### config.mk
export PLATFORM = sky130hd
export DESIGN_NAME = cmul_stream_rnd_sat
export DESIGN_NICKNAME = d
export VERILOG_FILES = /design/src/rtl/cmul_stream_rnd_sat.sv
export SDC_FILE = /design/constraint.sdc
export NUM_CORES = 2
export LEC_CHECK = 0
export ABC_CLOCK_PERIOD_IN_PS = 11000
export CELL_PAD_IN_SITES_DETAIL_PLACEMENT = 1
export CELL_PAD_IN_SITES_GLOBAL_PLACEMENT = 1
export CORE_UTILIZATION = 40
export CTS_CLUSTER_SIZE = 10
export DETAILED_ROUTE_END_ITERATION = 12
export PLACE_DENSITY = 0.76
export SLEW_MARGIN = 40
export SYNTH_ARGS = -nofsm -noshare
export SYNTH_HDL_FRONTEND = slang
export SYNTH_SLANG_ARGS = --single-unit
### constraint.sdc
create_clock -name clk -period 11 [get_ports clk]
set_clock_uncertainty 0.1 [all_clocks]
set_input_delay 1.65 -clock clk [delete_from_list [all_inputs] [get_ports clk]]
set_output_delay 1.65 -clock clk [all_outputs]
set_load 0.05 [all_outputs]
### src/rtl/cmul_stream_rnd_sat.sv
// cmul_stream_rnd_sat: complex multiplier for two joined AXI-stream sample streams.
// It can conjugate B, then applies a per-beat rounded right shift and saturation.
// There are four fixed register stages:
//   S1 input capture, S2 products, S3 sums, S4 round/shift/saturate.
// A single enable stalls the whole pipeline under output backpressure.
module cmul_stream_rnd_sat #(
    parameter int WIDTH       = 16,
    parameter int OUT_WIDTH   = 16,
    parameter int SHIFT_WIDTH = 6
) (
    input  logic                     clk,
    input  logic                     reset,
    input  logic [2*WIDTH-1:0]       a_tdata,
    input  logic                     a_tlast,
    input  logic                     a_tvalid,
    output logic                     a_tready,
    input  logic [2*WIDTH-1:0]       b_tdata,
    input  logic                     b_tlast,
    input  logic                     b_tvalid,
    output logic                     b_tready,
    input  logic                     conj,
    input  logic [SHIFT_WIDTH-1:0]   shift,
    output logic [2*OUT_WIDTH-1:0]   o_tdata,
    output logic                     o_tlast,
    output logic                     o_tvalid,
    input  logic                     o_tready,
    output logic                     o_sat
);

    localparam int PW = 2 * WIDTH;
    localparam int XW = PW + 1;
    localparam int RW = PW + 2;
    localparam logic [31:0] SMAX = 32'(PW);
    localparam logic signed [RW-1:0] OMAX = {{(RW-OUT_WIDTH+1){1'b0}}, {(OUT_WIDTH-1){1'b1}}};
    localparam logic signed [RW-1:0] OMIN = {{(RW-OUT_WIDTH+1){1'b1}}, {(OUT_WIDTH-1){1'b0}}};

    // B's tlast carries no meaning here; packet framing comes from A.
    logic unused_b_tlast;
    assign unused_b_tlast = b_tlast;

    // Handshake and pipeline state.
    logic                    en;
    logic                    accept;
    logic                    run_q, run_d;

    logic                    v1_q, v1_d;
    logic [PW-1:0]           a1_q, a1_d;
    logic [PW-1:0]           b1_q, b1_d;
    logic                    conj1_q, conj1_d;
    logic [SHIFT_WIDTH-1:0]  shift1_q, shift1_d;
    logic                    last1_q, last1_d;

    logic                    v2_q, v2_d;
    logic signed [PW-1:0]    p_ii_q, p_ii_d;
    logic signed [PW-1:0]    p_qq_q, p_qq_d;
    logic signed [PW-1:0]    p_iq_q, p_iq_d;
    logic signed [PW-1:0]    p_qi_q, p_qi_d;
    logic                    conj2_q, conj2_d;
    logic [SHIFT_WIDTH-1:0]  shift2_q, shift2_d;
    logic                    last2_q, last2_d;

    logic                    v3_q, v3_d;
    logic signed [XW-1:0]    x_i_q, x_i_d;
    logic signed [XW-1:0]    x_q_q, x_q_d;
    logic [SHIFT_WIDTH-1:0]  shift3_q, shift3_d;
    logic                    last3_q, last3_d;

    logic                    o_tvalid_q, o_tvalid_d;
    logic [2*OUT_WIDTH-1:0]  o_tdata_q, o_tdata_d;
    logic                    o_tlast_q, o_tlast_d;
    logic                    o_sat_q, o_sat_d;

    // Rounds x by 2^s (round half up), then clamps it to OUT_WIDTH; the top bit returned is the saturation flag.
    function automatic logic [OUT_WIDTH:0] round_sat(input logic signed [XW-1:0] x,
                                                     input logic [31:0] s);
        logic signed [RW-1:0] xe;
        logic signed [RW-1:0] rnd;
        logic signed [RW-1:0] r;
        logic [OUT_WIDTH:0]   res;
        xe  = {x[XW-1], x};
        rnd = '0;
        if (s != 32'd0) begin
            rnd = {{(RW-1){1'b0}}, 1'b1} << (s - 32'd1);
        end
        r = (xe + rnd) >>> s;
        if (r > OMAX) begin
            res = {1'b1, OMAX[OUT_WIDTH-1:0]};
        end else if (r < OMIN) begin
            res = {1'b1, OMIN[OUT_WIDTH-1:0]};
        end else begin
            res = {1'b0, r[OUT_WIDTH-1:0]};
        end
        return res;
    endfunction

    // Join: both streams are consumed together and only while the pipeline can advance.
    // run_q holds ready low until the first clock edge after reset release.
    always_comb begin
        en     = !o_tvalid_q || o_tready;
        accept = run_q && a_tvalid && b_tvalid && en;
        run_d  = 1'b1;
    end

    assign a_tready = accept;
    assign b_tready = accept;

    // S1 captures the joined beat together with its own conj, shift and tlast.
    always_comb begin
        v1_d     = v1_q;
        a1_d     = a1_q;
        b1_d     = b1_q;
        conj1_d  = conj1_q;
        shift1_d = shift1_q;
        last1_d  = last1_q;
        if (en) begin
            v1_d     = accept;
            a1_d     = a_tdata;
            b1_d     = b_tdata;
            conj1_d  = conj;
            shift1_d = shift;
            last1_d  = a_tlast;
        end
    end

    // S2 forms the four signed cross products at full precision.
    always_comb begin
        logic signed [PW-1:0] ai, aq, bi, bq;
        ai = {{WIDTH{a1_q[PW-1]}},    a1_q[PW-1:WIDTH]};
        aq = {{WIDTH{a1_q[WIDTH-1]}}, a1_q[WIDTH-1:0]};
        bi = {{WIDTH{b1_q[PW-1]}},    b1_q[PW-1:WIDTH]};
        bq = {{WIDTH{b1_q[WIDTH-1]}}, b1_q[WIDTH-1:0]};
        v2_d     = v2_q;
        p_ii_d   = p_ii_q;
        p_qq_d   = p_qq_q;
        p_iq_d   = p_iq_q;
        p_qi_d   = p_qi_q;
        conj2_d  = conj2_q;
        shift2_d = shift2_q;
        last2_d  = last2_q;
        if (en) begin
            v2_d     = v1_q;
            p_ii_d   = ai * bi;
            p_qq_d   = aq * bq;
            p_iq_d   = ai * bq;
            p_qi_d   = aq * bi;
            conj2_d  = conj1_q;
            shift2_d = shift1_q;
            last2_d  = last1_q;
        end
    end

    // S3 combines the products one bit wider, so even the full-scale case cannot wrap.
    always_comb begin
        logic signed [XW-1:0] ii, qq, iq, qi;
        ii = {p_ii_q[PW-1], p_ii_q};
        qq = {p_qq_q[PW-1], p_qq_q};
        iq = {p_iq_q[PW-1], p_iq_q};
        qi = {p_qi_q[PW-1], p_qi_q};
        v3_d     = v3_q;
        x_i_d    = x_i_q;
        x_q_d    = x_q_q;
        shift3_d = shift3_q;
        last3_d  = last3_q;
        if (en) begin
            v3_d     = v2_q;
            x_i_d    = conj2_q ? (ii + qq) : (ii - qq);
            x_q_d    = conj2_q ? (qi - iq) : (iq + qi);
            shift3_d = shift2_q;
            last3_d  = last2_q;
        end
    end

    // S4 clamps the shift, rounds and saturates both components, and loads the output registers.
    always_comb begin
        logic [31:0]        s_ext;
        logic [31:0]        s_amt;
        logic [OUT_WIDTH:0] ri;
        logic [OUT_WIDTH:0] rq;
        s_ext = {{(32-SHIFT_WIDTH){1'b0}}, shift3_q};
        s_amt = (s_ext > SMAX) ? SMAX : s_ext;
        ri    = round_sat(x_i_q, s_amt);
        rq    = round_sat(x_q_q, s_amt);
        o_tvalid_d = o_tvalid_q;
        o_tdata_d  = o_tdata_q;
        o_tlast_d  = o_tlast_q;
        o_sat_d    = o_sat_q;
        if (en) begin
            o_tvalid_d = v3_q;
            o_tdata_d  = {ri[OUT_WIDTH-1:0], rq[OUT_WIDTH-1:0]};
            o_tlast_d  = last3_q;
            o_sat_d    = ri[OUT_WIDTH] | rq[OUT_WIDTH];
        end
    end

    // All pipeline state; reset drops every in-flight beat and clears the outputs.
    always_ff @(posedge clk or negedge reset) begin
        if (!reset) begin
            run_q      <= 1'b0;
            v1_q       <= 1'b0;
            a1_q       <= '0;
            b1_q       <= '0;
            conj1_q    <= 1'b0;
            shift1_q   <= '0;
            last1_q    <= 1'b0;
            v2_q       <= 1'b0;
            p_ii_q     <= '0;
            p_qq_q     <= '0;
            p_iq_q     <= '0;
            p_qi_q     <= '0;
            conj2_q    <= 1'b0;
            shift2_q   <= '0;
            last2_q    <= 1'b0;
            v3_q       <= 1'b0;
            x_i_q      <= '0;
            x_q_q      <= '0;
            shift3_q   <= '0;
            last3_q    <= 1'b0;
            o_tvalid_q <= 1'b0;
            o_tdata_q  <= '0;
            o_tlast_q  <= 1'b0;
            o_sat_q    <= 1'b0;
        end else begin
            run_q      <= run_d;
            v1_q       <= v1_d;
            a1_q       <= a1_d;
            b1_q       <= b1_d;
            conj1_q    <= conj1_d;
            shift1_q   <= shift1_d;
            last1_q    <= last1_d;
            v2_q       <= v2_d;
            p_ii_q     <= p_ii_d;
            p_qq_q     <= p_qq_d;
            p_iq_q     <= p_iq_d;
            p_qi_q     <= p_qi_d;
            conj2_q    <= conj2_d;
            shift2_q   <= shift2_d;
            last2_q    <= last2_d;
            v3_q       <= v3_d;
            x_i_q      <= x_i_d;
            x_q_q      <= x_q_d;
            shift3_q   <= shift3_d;
            last3_q    <= last3_d;
            o_tvalid_q <= o_tvalid_d;
            o_tdata_q  <= o_tdata_d;
            o_tlast_q  <= o_tlast_d;
            o_sat_q    <= o_sat_d;
        end
    end

    assign o_tvalid = o_tvalid_q;
    assign o_tdata  = o_tdata_q;
    assign o_tlast  = o_tlast_q;
    assign o_sat    = o_sat_q;

endmodule

---- Word-level counts from Yosys, hierarchy flattened ----
Cells that the tools add are included.
operators by class
  shift-type cells ........................ 3
  bitwise logic cells ..................... 1
  $mul .................................... 4
  reductions and logical operators ........ 6
  multiplexer cells ....................... 8
  div/mod/pow operators ................... 0
  equal/unequal tests ..................... 0
  add/subtract/negate cells ............... 7
  magnitude comparators ................... 5
operators by type and width
  kind                   count
  $mul 16x16->32         4
  $add 33x34->34         2
  $gt 34x16->1 const B   2
  $lt 34x16->1 const B   2
  $mux 17                4
  $sshr 34x6->34         2
  $add 32x32->33         2
  $mux 33                2
  $sub 32x32->33         2
  $mux 34                1
  $shl 1x32->34 const A  1
  $reduce_bool 32->1     1
  $sub 6x1->7 const B    1
  $gt 6x6->1 const B     1
  $mux 6                 1
  $logic_and 1x1->1      3
  $logic_not 1->1        1
  $logic_or 1x1->1       1
  $or 1x1->1             1
word-level totals
  word-level logic and storage cells ...... 58
  memories ................................ 0
  output and inout port bits .............. 37
  register bits ........................... 320
  input bits .............................. 78
  RAM bits ................................ 0
  bits in read-only memories .............. 0
  bits in latches ......................... 0

---- Logic depth before layout (Yosys ltp) ----
  depth in word-level cells ............... 11
  depth in mapped cells ................... 35
  gate-level depth less buffers ........... 27

---- Least setup slack after synthesis ----
No wires, ideal clock.
  path type ............................... reg2reg
  start ................................... register shift3_q[5]
  end ..................................... register o_tdata_q[13], in the netlist o_tdata[13]
  path buffers ............................ 8
  slack ................................... 2.563 ns
  period minus slack after synthesis ...... 8.437 ns
  library setup time ...................... 0.080 ns
  data arrival time ....................... 8.257 ns
  required time ........................... 10.820 ns
  stages on the path, launching flop included .. 34
  cells stage by stage .................... dfrtp_1 > clkbuf_1 > nor2b_1 > clkinv_1 > clkbuf_1 > clkbuf_1 > clkbuf_1 > buf_1 > clkbuf_1 > ha_1 > or4b_4 > o311a_1 > buf_6 > nand4_1 > nor2_1 > ha_1 > fa_1 > o21ai_0 > o21ai_0 > nor3b_1 > a211o_1 > a2111o_1 > and3_1 > or4_1 > o311a_1 > o21ai_2 > a21oi_1 > mux4_2 > or4_1 > o31a_1 > o21ai_2 > a21oi_2 > buf_6 > nor3_2
on the way
  longest elaborated chain between the ends .. 10
  elaborated cells between the ends (all ways) .. 12
  classes of those cells .................. 2 x add/sub; 3 x order compare; 2 x shift; 4 x mux; 1 x reduce/logical
RTL lines
  element                 line  source
  from (decl)             65    logic [SHIFT_WIDTH-1:0] shift3_q, shift3_d;
  from (signal assigned)  241   shift3_q <= shift3_d;
  $gt 6x6->1              180   s_amt = (s_ext > SMAX) ? SMAX : s_ext;
  $mux 6 (*)              180
  $sub 6x1->7             83    rnd = {{(RW-1){1'b0}}, 1'b1} << (s - 32'd1);
  $shl 1x32->34           83
  $mux 34                 82    if (s != 32'd0) begin
  $add 33x34->34          85    r = (xe + rnd) >>> s;
  $sshr 34x6->34 (*)      85
  $lt 34x16->1            88    end else if (r < OMIN) begin
  $mux 17                 88
  $mux 17 (*)             86    if (r > OMAX) begin
  to (signal assigned)    244   o_tdata_q <= o_tdata_d;
  to (decl)               69    logic [2*OUT_WIDTH-1:0] o_tdata_q, o_tdata_d;
Every way passes the cells marked *; elsewhere a longest branch is shown, timed or not.
A chain may end at the register's enable or synchronous reset.

---- Final worst setup path ----
  start ................................... register shift3_q[0]
  end ..................................... register o_tdata_q[5], in the netlist o_tdata[5]
The elaborated chain is that of the path after synthesis.

==> impl_summary.md <==
Critical path
At the worst endpoint, the arrival time is 9210 ps. The startpoint type of the worst setup path is a register. The termination of the worst setup path is o_tdata[5]$_DFFE_PN0P_. STA classifies the critical path endpoint as a register. The critical path is of the reg2reg type. In this run the register-to-register setup slack is around 2200 ps.

The most critical setup path has its startpoint at shift3_q[0]$_DFFE_PN0P_. The launch instance of the worst register-to-register path is shift3_q[0]$_DFFE_PN0P_. The data required time of the critical path is 11,460 ps. The depth of the most critical reg-to-reg path is 25.

The highest net fanout along the worst path is 14. In this run the critical register-to-register path is captured at o_tdata[5]$_DFFE_PN0P_.

Clock tree
After clock tree synthesis, the clock-pin slew on the worst setup and hold paths is 50 ps. TritonCTS built the clock tree. The number of hold buffers added after CTS was 0. The number of gates resized after CTS is 0.

The count of buffers added by post-CTS timing repair for setup is 0. The longest clock path from root to sink contains 3 buffers. The root buffer selected by CTS is sky130_fd_sc_hd__clkbuf_16. Clock latency on the worst-skew pair, taken at its later pin, is 660 ps. The clock net in this run drives a total of 320 sinks. The count of H-tree levels built during CTS is 2. The total CTS buffers is 46.

Synthesis
Counting every instance in the synthesized netlist gives 7,553. Synthesis instantiated between 90 and 100 different standard cells from the library. The post-synthesis cell type with the largest combined area is sky130_fd_sc_hd__fa_1.

The synthesized design contains 320 register bits. The share of synthesized area in the top cell type comes to 33.0%. In the synthesized netlist the dominant register cell turns out to be sky130_fd_sc_hd__dfrtp_1.

The synthesized design contains 0 enable-type register cells. The cell area after technology mapping is 63,900 sq um. After synthesis, the cell types taking the most area are sky130_fd_sc_hd__fa_1, sky130_fd_sc_hd__dfrtp_1, sky130_fd_sc_hd__ha_1. The warning count from the yosys run is 0. Sequential elements use 12.5% of the synthesized area.

The async set or reset register ratio after synthesis is 100%. The mean cell area of the mapped netlist is around 8.5 sq um.

STA
The count of pins over their slew limit is 0. The number of hold-slack violations in the final timing report is 0. Based on the critical path, the design can be clocked at up to 0.114 GHz. The setup TNS is 0 ps.

Measured against its own limit, the worst slew margin works out to 42.2%. Setup repair after global routing left no endpoint under its margin. The clock period minus final worst setup slack is 8760 ps. The share of the clock period used by the worst path is around four fifths. Setup violations remaining at the end of the flow were counted as 0. At the pin with the least slew margin, the transition time is ~870 ps.

Floorplanning
The number of standard-cell rows in the floorplan is 146. The chip height is 402 um. The area of the core region is 159,000 sq um.

During I/O placement, the number of pins put on the boundary was between 100 and 150. The initial utilization of the core area, before any placement, comes to 40.3%. The total die area is around 160,000 sq um. The die is around 400 um wide.

Finish
The number of nets at the end of the flow is 9,021. The fraction of final layout cells sized beyond drive strength 1 is 4.05%. The layout overhead on the synthesized area is 7.43%.

Outcome
The flow ran to the end, and the final reports show no timing, DRC or antenna violations.

Global routing
The total overflow left after global routing is 0. The number of antenna violations at the first check in global routing came to 5. The pin count of the biggest net entering global routing is 179.

The number of global-route vias before repair was 59,100. Global routing consumed, over all layers together, 26.3% of the routing resources. The first global-routing pass estimated between 300 and 400 mm of wire.

Routing
For this block, the initial DRC count from the detailed router was about 2,800. For this run, design rule violations remaining after detail routing come to 0. The via density per instance is roughly 5.5.

The overall routed net length is 209 mm. The length of the first detailed-routing pass in iterations is 5. The post-detailed-route wirelength per cell is 21.9 um. The count of antenna-violating nets left after detailed routing is 0. The number of vias in the routed layout is 52,400.

Flow run
The tool flagged a number of max-cap violations equal to 0.

Place
The count of buffers from port buffering is 113. The placer congestion estimate is 0.900. The HPWL after detailed placement is 167 mm.

Hold path
The worst min-delay path category is reg2reg.
-- routing by layer --
metal,part of all wire (%),vias up,track usage (%)
met5,0,-,0
met4,4.5,0,11.1
met3,4.1,372,3.07
met2,50,1144,46.6
met1,41,27200,32.2
li1,-,23700,-
-- cells by family (layout without fill, tap and decap cells) --
logic type               count (synthesis)  in the layout  synth area share (%)
other                                    2              5                0.0118
XOR/XNOR                               302            302                  4.14
multiplexers                            89             89                  1.55
adder cells (fa/ha/maj)               1511           1511                  41.9
flip-flops                             320            320                  12.5
AND/OR/NAND/NOR                       2586           2586                  18.8
AO/OA/AOI/OAI                         1155           1155                  11.7
buffers and inverters                 1588           1495                  9.39
-- critical path: stages (launching register included) --
cell and delay, ps:
sky130_fd_sc_hd__dfrtp_1 350, sky130_fd_sc_hd__buf_4 200, sky130_fd_sc_hd__nor2b_4 150, sky130_fd_sc_hd__clkinv_2 150, sky130_fd_sc_hd__ha_1 480, sky130_fd_sc_hd__nor3b_1 480, sky130_fd_sc_hd__o311a_1 470, sky130_fd_sc_hd__nand2_1 250
sky130_fd_sc_hd__nor3_1 530, sky130_fd_sc_hd__ha_1 330, sky130_fd_sc_hd__nand4_1 220, sky130_fd_sc_hd__a2111oi_0 530, sky130_fd_sc_hd__nand4_1 290, sky130_fd_sc_hd__a211oi_2 420, sky130_fd_sc_hd__o311ai_2 230, sky130_fd_sc_hd__and3_1 400
sky130_fd_sc_hd__o2111ai_1 310, sky130_fd_sc_hd__o211ai_1 230, sky130_fd_sc_hd__and3_1 290, sky130_fd_sc_hd__o31ai_1 490, sky130_fd_sc_hd__nor4b_1 310, sky130_fd_sc_hd__or4b_1 460, sky130_fd_sc_hd__o31a_1 330, sky130_fd_sc_hd__o21ai_2 230
sky130_fd_sc_hd__a21oi_4 180, sky130_fd_sc_hd__nor3_1 230
-- worst min-delay path by stage --
stage                                        from                       to  slack, ps  cells past startpoint
after global routing             v2_q$_DFFE_PN0P_         v3_q$_DFFE_PN0P_        380                      2
after global placement           v3_q$_DFFE_PN0P_         v3_q$_DFFE_PN0P_        340                      2
final                     shift1_q[1]$_DFFE_PN0P_  shift1_q[1]$_DFFE_PN0P_        360                      2
after detailed placement  shift1_q[1]$_DFFE_PN0P_  shift1_q[1]$_DFFE_PN0P_        360                      2
after floorplan                  v3_q$_DFFE_PN0P_         v3_q$_DFFE_PN0P_        330                      2
after CTS                        v3_q$_DFFE_PN0P_     o_tvalid$_DFFE_PN0P_        370                      1
-- synthesized netlist by cell type, types with 19 or more instances --
cell / instances
sky130_fd_sc_hd__o21a_1: 43
sky130_fd_sc_hd__xnor2_1: 168
sky130_fd_sc_hd__nand2_1: 1150
sky130_fd_sc_hd__a21oi_1: 396
sky130_fd_sc_hd__fa_1: 1052
sky130_fd_sc_hd__or3_1: 36
sky130_fd_sc_hd__mux2i_1: 63
sky130_fd_sc_hd__o31ai_1: 39
sky130_fd_sc_hd__ha_1: 458
sky130_fd_sc_hd__nand4_1: 31
sky130_fd_sc_hd__a211oi_1: 65
sky130_fd_sc_hd__and3_1: 39
sky130_fd_sc_hd__mux2_2: 20
sky130_fd_sc_hd__a21o_1: 86
sky130_fd_sc_hd__o211ai_1: 44
sky130_fd_sc_hd__dfrtp_1: 320
sky130_fd_sc_hd__nor2b_1: 38
sky130_fd_sc_hd__a31oi_1: 41
sky130_fd_sc_hd__nand3_1: 87
sky130_fd_sc_hd__xor2_1: 134
sky130_fd_sc_hd__o21ai_0: 208
sky130_fd_sc_hd__clkbuf_1: 356
sky130_fd_sc_hd__buf_1: 19
sky130_fd_sc_hd__o21bai_1: 36
sky130_fd_sc_hd__nand2b_1: 90
sky130_fd_sc_hd__inv_1: 1200
sky130_fd_sc_hd__nor2_1: 473
sky130_fd_sc_hd__and2_1: 430
sky130_fd_sc_hd__nor3_1: 120
-- cell usage in the layout, fill, tap and decap left out, types with 31 or more instances in the layout --
cell type | Yosys | layout
sky130_fd_sc_hd__nand2_1 | 1150 | 1150
sky130_fd_sc_hd__nor3_1 | 120 | 120
sky130_fd_sc_hd__o21a_1 | 43 | 43
sky130_fd_sc_hd__inv_1 | 1200 | 1199
sky130_fd_sc_hd__nand2b_1 | 90 | 88
sky130_fd_sc_hd__fa_1 | 1052 | 1052
sky130_fd_sc_hd__ha_1 | 458 | 454
sky130_fd_sc_hd__xnor2_1 | 168 | 168
sky130_fd_sc_hd__a21o_1 | 86 | 86
sky130_fd_sc_hd__xor2_1 | 134 | 134
sky130_fd_sc_hd__a21oi_1 | 396 | 395
sky130_fd_sc_hd__and3_1 | 39 | 39
sky130_fd_sc_hd__or3_1 | 36 | 36
sky130_fd_sc_hd__a211oi_1 | 65 | 64
sky130_fd_sc_hd__clkdlybuf4s50_1 | 0 | 112
sky130_fd_sc_hd__a31oi_1 | 41 | 41
sky130_fd_sc_hd__nand3_1 | 87 | 87
sky130_fd_sc_hd__and2_1 | 430 | 430
sky130_fd_sc_hd__nand4_1 | 31 | 31
sky130_fd_sc_hd__buf_4 | 1 | 96
sky130_fd_sc_hd__o21bai_1 | 36 | 36
sky130_fd_sc_hd__o21ai_0 | 208 | 208
sky130_fd_sc_hd__nor2_1 | 473 | 473
sky130_fd_sc_hd__dfrtp_1 | 320 | 302
sky130_fd_sc_hd__o31ai_1 | 39 | 39
sky130_fd_sc_hd__o211ai_1 | 44 | 44
sky130_fd_sc_hd__clkbuf_16 | 0 | 46
sky130_fd_sc_hd__nor2b_1 | 38 | 34
sky130_fd_sc_hd__mux2i_1 | 63 | 63
-- sequential cells by signal, indices dropped and copies added, names as in the netlist, 32 cells and up --
name     count
x_i_q       33
x_q_q       33
a1_q        32
b1_q        32
o_tdata     32
p_ii_q      32
p_iq_q      32
p_qi_q      32
p_qq_q      32
-- final cells by class --
type,instances,area [sq um]
Inverter,1203,4520
Tap cell,2072,2590
Clock buffer,54,1210
Timing Repair Buffer,216,1980
Sequential cell,320,8040
Fill cell,18800,89900
Multi-Input combinational cell,5646,50000
Antenna cell,2,5.00
Clock inverter,22,328
-- per-stage QoR --
step                      hold WS [ps]  cells  utilization [%]  setup slack (ps)  instance area, sq um
final                              363   9535             43.3              2240                 68600
after global routing               384   9533             43.3              1790                 68600
after CTS                          365   9531             43.3              2290                 68600
after detailed placement           356   9455             42.3              2320                 67000
after global placement             342   9454             42.2              2310                 67000
after floorplan                    330   7554                -              2560                 63900
Power is left out: the tool's default activity adds up to more than one toggle a clock period on the data nets, which glitch-free logic cannot reach.
